$ cat src/rtl/latch_bank_pkg.sv
// latch_bank_pkg: shared FSM states and default geometry for the latch bank reader/writer
package latch_bank_pkg;
  typedef enum logic [1:0] {IDLE, FETCH, SHIFT} state_t;
  localparam int DEF_WIDTH = 8;
  localparam int DEF_DEPTH = 16;
endpackage

$ cat src/rtl/piso_shift_reg.sv
// piso_shift_reg: parallel-load shift register that emits one bit per shift and flags the final bit
module piso_shift_reg #(
  parameter int WIDTH = 8,
  parameter logic LSB_FIRST = 1'b1
) (
  input  logic             clk,
  input  logic             rst,
  input  logic             load,
  input  logic             shift,
  input  logic [WIDTH-1:0] din,
  output logic             dout,
  output logic             last
);
  localparam int CW = $clog2(WIDTH);
  logic [WIDTH-1:0] sr;
  logic [CW-1:0] cnt;
  always_ff @(posedge clk or posedge rst)
    if (rst) begin
      sr <= '0;
      cnt <= '0;
    end else if (load) begin
      sr <= din;
      cnt <= '0;
    end else if (shift) begin
      sr <= LSB_FIRST ? sr >> 1 : sr << 1;
      cnt <= last ? '0 : cnt + 1'b1;
    end
  assign dout = LSB_FIRST ? sr[0] : sr[WIDTH-1];
  assign last = cnt == CW'(WIDTH - 1);
endmodule

$ cat src/rtl/latch_bank_reader.sv
// latch_bank_reader: fetches one word from the latch bank and streams it out bit-serially
module latch_bank_reader
  import latch_bank_pkg::*;
#(
  parameter int WIDTH = DEF_WIDTH,
  parameter int DEPTH = DEF_DEPTH,
  parameter int ADDR_W = $clog2(DEPTH),
  parameter int RD_LAT = 1,
  parameter logic LSB_FIRST = 1'b1
) (
  input  logic              clk,
  input  logic              rst,
  input  logic              req_valid,
  output logic              req_ready,
  input  logic [ADDR_W-1:0] req_addr,
  output logic              mem_rd_en,
  output logic [ADDR_W-1:0] mem_addr,
  input  logic [WIDTH-1:0]  mem_rd_data,
  output logic              out_valid,
  input  logic              out_ready,
  output logic              out_bit,
  output logic              out_last,
  output logic              out_err
);
  localparam int LW = $clog2(RD_LAT + 1);
  state_t state, state_nx;
  logic [LW-1:0] wait_cnt;
  logic accept, capture, xfer, last;
  assign req_ready = state == IDLE;
  assign mem_rd_en = state == FETCH;
  assign out_valid = state == SHIFT;
  assign out_last = out_valid && last;
  assign accept = req_ready && req_valid;
  assign capture = mem_rd_en && wait_cnt == LW'(1);
  assign xfer = out_valid && out_ready;
  always_ff @(posedge clk or posedge rst)
    if (rst) state <= IDLE;
    else state <= state_nx;
  always_comb
    state_nx = accept ? FETCH : capture ? SHIFT : (xfer && out_last) ? IDLE : state;
  // out_err is decided at accept so it already covers the fetch and forces a zero word
  always_ff @(posedge clk or posedge rst)
    if (rst) begin
      mem_addr <= '0;
      wait_cnt <= '0;
      out_err <= 1'b0;
    end else if (accept) begin
      mem_addr <= req_addr;
      wait_cnt <= LW'(RD_LAT);
      out_err <= {1'b0, req_addr} >= (ADDR_W + 1)'(DEPTH);
    end else if (mem_rd_en) begin
      wait_cnt <= wait_cnt - 1'b1;
    end else if (xfer && out_last) begin
      out_err <= 1'b0;
    end
  piso_shift_reg #(.WIDTH(WIDTH), .LSB_FIRST(LSB_FIRST)) u_piso (
    .clk(clk),
    .rst(rst),
    .load(capture),
    .shift(xfer),
    .din(out_err ? '0 : mem_rd_data),
    .dout(out_bit),
    .last(last)
  );
endmodule

$ cat config.mk
export PLATFORM = sky130hd
export DESIGN_NAME = latch_bank_reader
export DESIGN_NICKNAME = d
export VERILOG_FILES = /design/src/rtl/latch_bank_pkg.sv /design/src/rtl/piso_shift_reg.sv /design/src/rtl/latch_bank_reader.sv
export SDC_FILE = /design/constraint.sdc
export NUM_CORES = 1
export LEC_CHECK = 0
export ABC_AREA = 1
export BUFFER_PORTS_ARGS = -buffer_cell sky130_fd_sc_hd__buf_2
export CAP_MARGIN = 25
export CORE_UTILIZATION = 40
export CTS_CLUSTER_SIZE = 16
export DETAILED_ROUTE_END_ITERATION = 10
export PLACE_DENSITY = 0.72
export SYNTH_ARGS = -nofsm -noshare
export SYNTH_HDL_FRONTEND = slang
export SYNTH_SLANG_ARGS = --single-unit
$ cat constraint.sdc
create_clock -name clk -period 1.38 [get_ports clk]
set_input_delay 0.276 -clock clk [delete_from_list [all_inputs] [get_ports clk]]
set_output_delay 0.276 -clock clk [all_outputs]
set_load 0.01 [all_outputs]
==> impl_metrics.json, run 1 <==
{
  "syn_inst": 117,
  "cts-htree-levels": 1,
  "yosys-top-cells-area": "dfrtp_1 (49%), nand2_1 (14%), nand3_1 (10%)",
  "mappedNetlistArea_um2": 923,
  "arrival_ps": 1240,
  "power_switching_mw": 1.02,
  "overflow": 0,
  "reg2reg_slack_ps": 90,
  "synth_commonest_cells": "nand2_1 (35), nand3_1 (19), dfrtp_1 (18)",
  "r2r_end": "u_piso.cnt[0]",
  "areaGrowthSynthToFinish_pct": 38.5,
  "grt_pass1_wl_um": 3680,
  "yosys.area.top_type_share": 0.488,
  "firstDrtPassIters": 4,
  "remaining_drc_errors": 0,
  "crit_top_cell": "ha_4",
  "hold_class": "input port to register",
  "min_from": "mem_rd_data[7]",
  "required_ps": 1100,
  "synth_edf_count": 0,
  "power_mw": 2.57,
  "cp_cell_sequence": "ha_4, ha_4, inv_2, nor2_1, buf_2",
  "critPathSlowestCell": "dfrtp_1",
  "grt_max_degree": 19,
  "drv_slew": 0,
  "crit_fanout": 2,
  "crit_buf_inv": 2,
  "fp.dieH_um": 50.0,
  "tns_ps": -149,
  "max_clock_freq_mhz": 658,
  "rows": 17,
  "crit_family": "flip-flops",
  "worst_setup_path_end_kind": "primary output",
  "numCtsBuffers": 3,
  "avgSynthCellArea_um2": 7.89,
  "grt_pass1_vias": 834,
  "cts.clk_slew.worst_paths_ps": 100,
  "worst_slack_ps": -139,
  "p_clk_frac": 0.129,
  "dp_hpwl_um": 1560,
  "numPortBuffers": 24,
  "synth_nets": 135,
  "gp_congestion": 0.799,
  "ys_seq_elements": 18,
  "final_nets": 180,
  "yosysSeqAreaShare": 0.488,
  "gr-usage-all-layers": 0.197,
  "final_antenna_net_count": 0,
  "hold_depth": 3,
  "r2r_cells": 7,
  "die_area_um2": 2500,
  "finalCritPeriodShare": 1.10,
  "antenna_found_initial": 0,
  "wirelength_um": 2200,
  "ys.warnings.count": 0,
  "clk_path_buf_depth": 2,
  "period_minus_slack_ps": 1520,
  "cts_sinks": 18,
  "p_int_mw": 1.55,
  "tritoncts": "built",
  "powerDensity_nw_per_um2": 2010,
  "yosysUniqueCellTypes": 14,
  "power_frac_comb": 0.505,
  "hold_path_end": "u_piso.sr[7]",
  "p_leak_nw": 0.742,
  "final-hold-violation-count": 0,
  "pin_count": 26,
  "crit_path_start_kind": "register",
  "postSynth.asyncResetShare": 1.00,
  "violations": "setup timing",
  "viasPerCell": 5.07,
  "setup_viol": 2,
  "yosysTopAreaCell": "dfrtp_1",
  "p_seq_frac": 0.366,
  "rsz0062_at_grt": "true",
  "critPathKind": "register to primary output",
  "status": "complete, but fails checks",
  "die_w_um": 50.0,
  "clock-skew-final_ps": 3.89,
  "vias": 959,
  "nFillCells": 204,
  "ir_worst_vdd_mv": 1.03,
  "start_util": 0.421,
  "antenna_cells": 0,
  "synthFlopType": "dfrtp_1",
  "coreArea_um2": 2190,
  "clock_latency_ps": 300,
  "post_drt_wl_per_cell_um": 11.6,
  "critPathMaxStageDelay_ps": 420,
  "reg2reg_from": "u_piso.cnt[1]",
  "swShare": 0.397,
  "synthMostInstantiatedCell": "nand2_1",
  "drt_iter0_drc": 16,
  "maxCapViolCount": 0,
  "cts_root_buffer": "clkbuf_4",
  "drive_gt1_frac": 0.360
}
-- final cells by class --
type	count	area [um2]	share of cell area
flip-flops and latches	18	452	0.353
well taps	28	35.0	0.0274
repair buffers	47	299	0.234
inverters	15	56.3	0.0440
multi-input cells	77	400	0.313
clock buffers	4	36.3	0.0284
-- logic make-up after synthesis --
family,after synthesis,share of synthesized area
simple gates,72,0.359
compound gates,2,0.0108
buf+inv,22,0.111
flops,18,0.488
fa+ha+maj,2,0.0271
other cells,1,0.00406
-- power groups by stage --
stage	sequential [mW]	combinational, mW	clock [mW]
3_5_place_dp	0.927	1.06	0
4_1_cts	0.922	1.21	0.348
6_report	0.942	1.30	0.331
2_1_floorplan	0.909	0.673	0
3_3_place_gp	0.925	1.01	0
5_1_grt	0.964	1.48	0.370
-- cell usage in the layout (no fill, tap or decap), drive strengths merged --
master       synthesis  layout
nand3               19      19
a21oi                1       1
inv                 15      15
nor2                 3       3
nand4               15      15
dlygate4sd3          0       1
nand2               35      35
clkbuf               0       4
o21ai                1       1
dfrtp               18      18
conb                 1       1
ha                   2       2
buf                  7      46
-- worst reg2reg max path, cell delays in order, from the launching register on --
cell and delay [ps]:
dfrtp_1 420, ha_4 180, ha_4 150, buf_4 120
buf_4 120, nor2_1 90, nand3_1 80, nand2_1 60
-- per-stage QoR --
stage | area, um2 | utilization | hold WS, ps | cells | setup slack [ps]
4_1_cts | 1240 | 0.564 | 174 | 185 | -166
6_report | 1280 | 0.584 | 181 | 189 | -139
3_5_place_dp | 1120 | 0.512 | 311 | 174 | 86.7
2_1_floorplan | 923 | - | 215 | 117 | 223
3_3_place_gp | 1120 | 0.512 | 299 | 174 | 119
5_1_grt | 1280 | 0.584 | 158 | 189 | -198
-- state kept, by name (all words and copies together) (netlist names) --
name and cells:
u_piso.cnt 3, state 2, mem_addr 4, u_piso.sr 8
wait_cnt 1
-- routing by layer --
layer	vias up	part of all wire	track usage
met5	-	0	0
li1	474	-	-
met1	453	0.44	0.241
met2	30	0.50	0.324
met4	0	0.0064	0.0571
met3	2	0.060	0.0648
-- worst max-delay path by stage --
stage | cells past startpoint | end | slack (ps) | start
2_1_floorplan | 4 | mem_addr[0] | 220 | state[1]
6_report | 5 | out_last | -140 | u_piso.cnt[1]
4_1_cts | 5 | out_last | -170 | u_piso.cnt[1]
3_5_place_dp | 5 | out_last | 90 | u_piso.cnt[0]
5_1_grt | 5 | out_last | -200 | u_piso.cnt[1]
3_3_place_gp | 5 | out_last | 120 | u_piso.cnt[0]
-- repair_timing --
item,CTS,global route
setup endpoints to repair,4,4
setup buffers,6,4
hold buffers,1,0
hold endpoints to repair,18,0
resized for setup,7,2
pin swaps,3,2
Power figures use the tool's default switching activity.
==> run 2: changes to the inputs <==
--- a/config.mk
+++ b/config.mk
@@ -5,13 +5,14 @@
 export SDC_FILE = /design/constraint.sdc
 export NUM_CORES = 1
 export LEC_CHECK = 0
-export ABC_AREA = 1
+export ABC_AREA = 0
 export BUFFER_PORTS_ARGS = -buffer_cell sky130_fd_sc_hd__buf_2
 export CAP_MARGIN = 25
+export CORE_MARGIN = 2
 export CORE_UTILIZATION = 40
-export CTS_CLUSTER_SIZE = 16
+export CTS_CLUSTER_SIZE = 30
 export DETAILED_ROUTE_END_ITERATION = 10
-export PLACE_DENSITY = 0.72
+export PLACE_DENSITY = 0.73
 export SYNTH_ARGS = -nofsm -noshare
 export SYNTH_HDL_FRONTEND = slang
 export SYNTH_SLANG_ARGS = --single-unit
==> impl_metrics.json, run 2 <==
{
  "rsz0062_at_grt": "true",
  "place_area_um2": 975,
  "p_int_mw": 1.43,
  "drt_iter0_drc": 1,
  "avgSynthCellArea_um2": 12.6,
  "post-route-util": 0.547,
  "start_util": 0.420,
  "clk_path_buf_depth": 2,
  "mappedNetlistArea_um2": 816,
  "die_w_um": 49.2,
  "final_antenna_net_count": 0,
  "synth_edf_count": 0,
  "coreArea_um2": 1940,
  "die_area_um2": 2420,
  "regMostFlops": "u_piso.sr",
  "final_area_um2": 1060,
  "clock_latency_ps": 290,
  "maxCapViolCount": 0,
  "p_clk_frac": 0.117,
  "mostFrequentLayoutCells": "buf_2 (23), dfrtp_1 (17), a22o_1 (10), buf_4 (10), a21o_1 (8)",
  "nFillCells": 187,
  "remaining_drc_errors": 0,
  "numCtsBuffers": 3,
  "critPathKind": "register to primary output",
  "ys.warnings.count": 0,
  "status": "complete, but fails checks",
  "worstSetupStartpoint": "u_piso.cnt[0]",
  "required_ps": 1100,
  "firstDrtPassIters": 2,
  "clock-skew-final_ps": 5.82,
  "reg_top3": "u_piso.sr (8), mem_addr (4), u_piso.cnt (3)",
  "syn_inst": 65,
  "yosysSeqAreaShare": 0.552,
  "drive_gt1_frac": 0.480,
  "postSynth.asyncResetShare": 1.00,
  "tritoncts": "built",
  "power_frac_comb": 0.450,
  "drv_slew": 0,
  "arrival_ps": 1280,
  "register_area_um2": 452,
  "synthMostInstantiatedCell": "dfrtp_1",
  "antenna_cells": 0,
  "yosysTopAreaCell": "dfrtp_1",
  "areaGrowthSynthToFinish_pct": 30.2,
  "wirelength_um": 1500,
  "min_from": "req_addr[3]",
  "hold_class": "input port to register",
  "synth_nets": 83,
  "p_seq_frac": 0.433,
  "powerDensity_nw_per_um2": 2030,
  "dp_hpwl_um": 1030,
  "worst_slack_ps": -180,
  "vias": 597,
  "mostFrequentLayoutCell": "buf_2",
  "antenna_found_initial": 0,
  "power_switching_mw": 0.726,
  "largest_reg_flops": 8,
  "setup_viol": 1,
  "grt_pass1_wl_um": 2480,
  "yosysUniqueCellTypes": 21,
  "rows": 16,
  "swShare": 0.337,
  "multiInputGateArea_um2": 335,
  "synth_commonest_cells": "dfrtp_1 (18), a22o_1 (10), a21o_1 (8)",
  "ir_worst_vdd_mv": 1.13,
  "crit_path_start_kind": "register",
  "overflow": 0,
  "numPortBuffers": 24,
  "finalCritPeriodShare": 1.13,
  "max_clock_freq_mhz": 641,
  "reg2reg_from": "state[0]",
  "worst_setup_path_end_kind": "primary output",
  "gr-usage-all-layers": 0.138,
  "yosys-top-cells-area": "dfrtp_1 (55%), a22o_1 (11%), a21o_1 (7.4%)",
  "yosys.area.top_type_share": 0.552,
  "gp_congestion": 0.707,
  "whs_ps": 217,
  "violations": "setup timing",
  "period_minus_slack_ps": 1560,
  "post_drt_wl_per_cell_um": 12.0,
  "p_leak_nw": 0.592,
  "final-hold-violation-count": 0,
  "cts-htree-levels": 1,
  "cts_root_buffer": "clkbuf_4",
  "synthFlopType": "dfrtp_1",
  "ys_seq_elements": 18,
  "crit_fanout": 2,
  "pin_count": 26,
  "final_nets": 118,
  "grt_max_degree": 19,
  "cts.clk_slew.worst_paths_ps": 100,
  "viasPerCell": 4.78,
  "grt_pass1_vias": 571,
  "place_ws_ps": 44.3,
  "fp.dieH_um": 49.2,
  "cts_sinks": 18
}
[run 2: cell type report]
| type | count | share of cell area |
|---|---|---|
| repair buffers | 35 | 0.199 |
| well taps | 27 | 0.0318 |
| inverters | 2 | 0.00707 |
| clock buffers | 3 | 0.0212 |
| flip-flops and latches | 18 | 0.425 |
| multi-input cells | 40 | 0.316 |
[run 2: path summary, 6_finish.rpt]
check | cells after the start | slack (ps) | to
max | 4 | -180 | out_last
min | 2 | 220 | mem_addr[3]
max reg2reg | 4 | 70 | u_piso.sr[4]
min reg2reg | 1 | 480 | u_piso.sr[3]
max in group asynchronous | 4 | 640 | state[1]
min in group asynchronous | 4 | 530 | u_piso.sr[5]
[run 2: per-layer routing]
metal / vias to the layer above / wire length, um / GRT usage / share of wire
li1: 295 / - / - / -
met3: 4 / 55 / 0.0215 / 0.037
met5: - / 0 / 0 / 0
met1: 283 / 655 / 0.179 / 0.44
met2: 15 / 756 / 0.209 / 0.50
met4: 0 / 31 / 0.100 / 0.021
[run 2: kinds of logic after synthesis]
kind of cell,after synthesis,share of synthesized area
fa+ha+maj,2,0.0307
mux,5,0.0675
simple gates,12,0.0844
flops,18,0.552
buf+inv,7,0.0613
other cells,1,0.00460
compound gates,20,0.199
[run 2: stage by stage]
stage	TNS [ps]	power (mW)	std cells
after CTS	-208	2.15	124
after floorplan	0	1.52	65
after global placement	0	1.77	117
after global routing	-268	2.32	125
after detailed placement	0	1.81	117
final	-180	2.15	125
[run 2: power groups by stage]
stage          Combinational (mW)  Clock [mW]  Sequential, mW
3_3_place_gp                0.850           0           0.921
3_5_place_dp                0.878           0           0.931
5_1_grt                      1.08       0.279           0.963
4_1_cts                     0.954       0.270           0.923
6_report                    0.969       0.251           0.932
2_1_floorplan               0.588           0           0.933
[run 2: critical path, stage by stage (launching register included)]
cell	delay (ps)
dfrtp_1	400
ha_2	210
ha_4	160
and2_4	130
buf_6	110
[run 2: timing repair]
action / CTS / global route
endpoints found under the hold margin: 18 / 0
endpoints found under the setup margin: 1 / 5
hold buffers: 1 / 0
pin swaps: 2 / 2
gates resized for setup: 3 / 3
buffers inserted: 3 / 1
==> run 3: changes to the inputs <==
--- a/config.mk
+++ b/config.mk
@@ -8,11 +8,14 @@
 export ABC_AREA = 0
 export BUFFER_PORTS_ARGS = -buffer_cell sky130_fd_sc_hd__buf_2
 export CAP_MARGIN = 25
+export CELL_PAD_IN_SITES_DETAIL_PLACEMENT = 0
+export CELL_PAD_IN_SITES_GLOBAL_PLACEMENT = 1
 export CORE_MARGIN = 2
-export CORE_UTILIZATION = 40
+export CORE_UTILIZATION = 37
 export CTS_CLUSTER_SIZE = 30
 export DETAILED_ROUTE_END_ITERATION = 10
-export PLACE_DENSITY = 0.73
+export PLACE_DENSITY = 0.83
+export RECOVER_POWER = 25
 export SYNTH_ARGS = -nofsm -noshare
 export SYNTH_HDL_FRONTEND = slang
 export SYNTH_SLANG_ARGS = --single-unit
==> impl_metrics.json, run 3 (synthesis results as in run 2) <==
{
  "use_met3": 0.0234,
  "max_clock_freq_mhz": 640,
  "reg2reg_from": "state[1]",
  "min_from": "mem_rd_data[7]",
  "maxCapViolCount": 0,
  "areaGrowthSynthToFinish_pct": 37.7,
  "crit_path_start_kind": "register",
  "p_leak_nw": 0.621,
  "start_util": 0.403,
  "coreArea_um2": 2020,
  "grt_pass1_wl_um": 2690,
  "clk_path_buf_depth": 2,
  "tritoncts": "built",
  "finalCritPeriodShare": 1.13,
  "vias": 612,
  "worst_slack_ps": -183,
  "pin_count": 26,
  "final_cells": 129,
  "p_int_mw": 1.54,
  "violations": "setup timing",
  "period_minus_slack_ps": 1560,
  "overflow": 0,
  "rows": 16,
  "firstDrtPassIters": 3,
  "power_mw": 2.31,
  "clock_latency_ps": 280,
  "antenna_found_initial": 0,
  "dp_hpwl_um": 1160,
  "numCtsBuffers": 3,
  "drt_iter0_drc": 5,
  "critPathKind": "register to primary output",
  "remaining_drc_errors": 0,
  "grt_pass1_vias": 627,
  "grt_busiest_layer": "met2",
  "final-hold-violation-count": 0,
  "register_area_um2": 450,
  "worst_setup_path_end_kind": "primary output",
  "nFillCells": 176,
  "mostFrequentLayoutCells": "buf_2 (23), dfrtp_1 (18), a22o_1 (10), a21o_1 (8), buf_4 (8)",
  "required_ps": 1100,
  "setup_viol": 2,
  "use_met1": 0.180,
  "drive_gt1_frac": 0.520,
  "cts_sinks": 18,
  "arrival_ps": 1290,
  "regMostFlops": "u_piso.sr",
  "gp_congestion": 0.731,
  "final_nets": 121,
  "r2r_end": "u_piso.sr[4]",
  "rsz0062_at_grt": "true",
  "status": "complete, but fails checks",
  "cts_root_buffer": "clkbuf_4",
  "ir_worst_vdd_mv": 0.797,
  "hold_class": "input port to register",
  "cts.clk_slew.worst_paths_ps": 100,
  "p_clk_frac": 0.137,
  "clock-skew-final_ps": 0.746,
  "largest_reg_flops": 8,
  "power_frac_comb": 0.465,
  "die_area_um2": 2600,
  "swShare": 0.331,
  "antenna_cells": 0,
  "viasPerCell": 4.74,
  "grt_max_degree": 19,
  "gr-usage-all-layers": 0.142,
  "hold_depth": 2,
  "die_w_um": 51.0,
  "reg2reg_slack_ps": 10,
  "power_switching_mw": 0.763,
  "hold_path_end": "u_piso.sr[7]",
  "fp.dieH_um": 51.0,
  "r2r_cells": 5,
  "numPortBuffers": 24,
  "dpl.cell_count": 118,
  "mostFrequentLayoutCell": "buf_2",
  "grt_use_met2": 0.227,
  "cts-htree-levels": 1,
  "multiInputGateArea_um2": 349,
  "final_antenna_net_count": 0,
  "crit_fanout": 2,
  "wirelength_um": 1610,
  "p_seq_frac": 0.398,
  "reg_top3": "u_piso.sr (8), mem_addr (4), u_piso.cnt (3)",
  "powerDensity_nw_per_um2": 2050,
  "worstSetupStartpoint": "u_piso.cnt[0]",
  "post_drt_wl_per_cell_um": 12.5,
  "drv_slew": 0
}
-- run 3: cell types whose count changed in the layout (fill, tap and decap cells not counted), sizes merged --
cell,delta
buf,+2
clkbuf,+2
-- run 3: what timing repair did --
action / CTS / global route
setup endpoints to repair: 2 / 18
gates resized for setup: 5 / 9
buffers inserted: 4 / 2
pin swaps: 2 / 3
endpoints found under the hold margin: 18 / 0
hold buffers: 1 / 0
-- run 3: power by group through the flow --
stage	clock network, mW	registers, mW	logic (mW)
floorplan	0	0.933	0.588
global placement	0	0.914	0.864
detailed placement	0	0.928	0.879
CTS	0.331	0.909	0.999
global route	0.352	0.950	1.18
finish	0.316	0.918	1.07
-- run 3: how the worst max path moves through the flow --
stage | cells after the start | slack (ps) | end
finish | 4 | -180 | out_last
global route | 4 | -230 | out_last
CTS | 4 | -210 | out_last
detailed placement | 4 | 20 | out_last
global placement | 4 | 30 | out_last
floorplan | 4 | 20 | mem_addr[0]
-- run 3: per-stage QoR --
step	area, um2	setup TNS [ps]	util	hold WS (ps)	worst slack (ps)
after floorplan	818	0	-	215	15.4
after global placement	982	0	0.486	299	32.5
after detailed placement	982	0	0.486	301	19.3
after CTS	1080	-251	0.533	207	-208
after global routing	1120	-500	0.556	203	-231
final	1120	-217	0.556	216	-183
-- run 3: worst max-delay path, stage by stage (launching register included) --
cell	delay, ps
dfrtp_1	400
ha_2	210
ha_4	160
and2_4	130
buf_6	110
-- run 3: layout make-up --
cell class	count	share of cell area
Inverter	2	0.00668
Timing Repair Buffer	38	0.219
Clock buffer	4	0.0323
Tap cell	27	0.0301
Sequential cell	18	0.401
Multi-Input combinational cell	40	0.311
-- run 3: layer usage --
layer | part of all wire | vias up | wire length [um]
met5 | 0 | - | 0
met1 | 0.45 | 297 | 725
met3 | 0.035 | 2 | 57
met2 | 0.50 | 10 | 805
met4 | 0.012 | 0 | 19
li1 | - | 303 | -
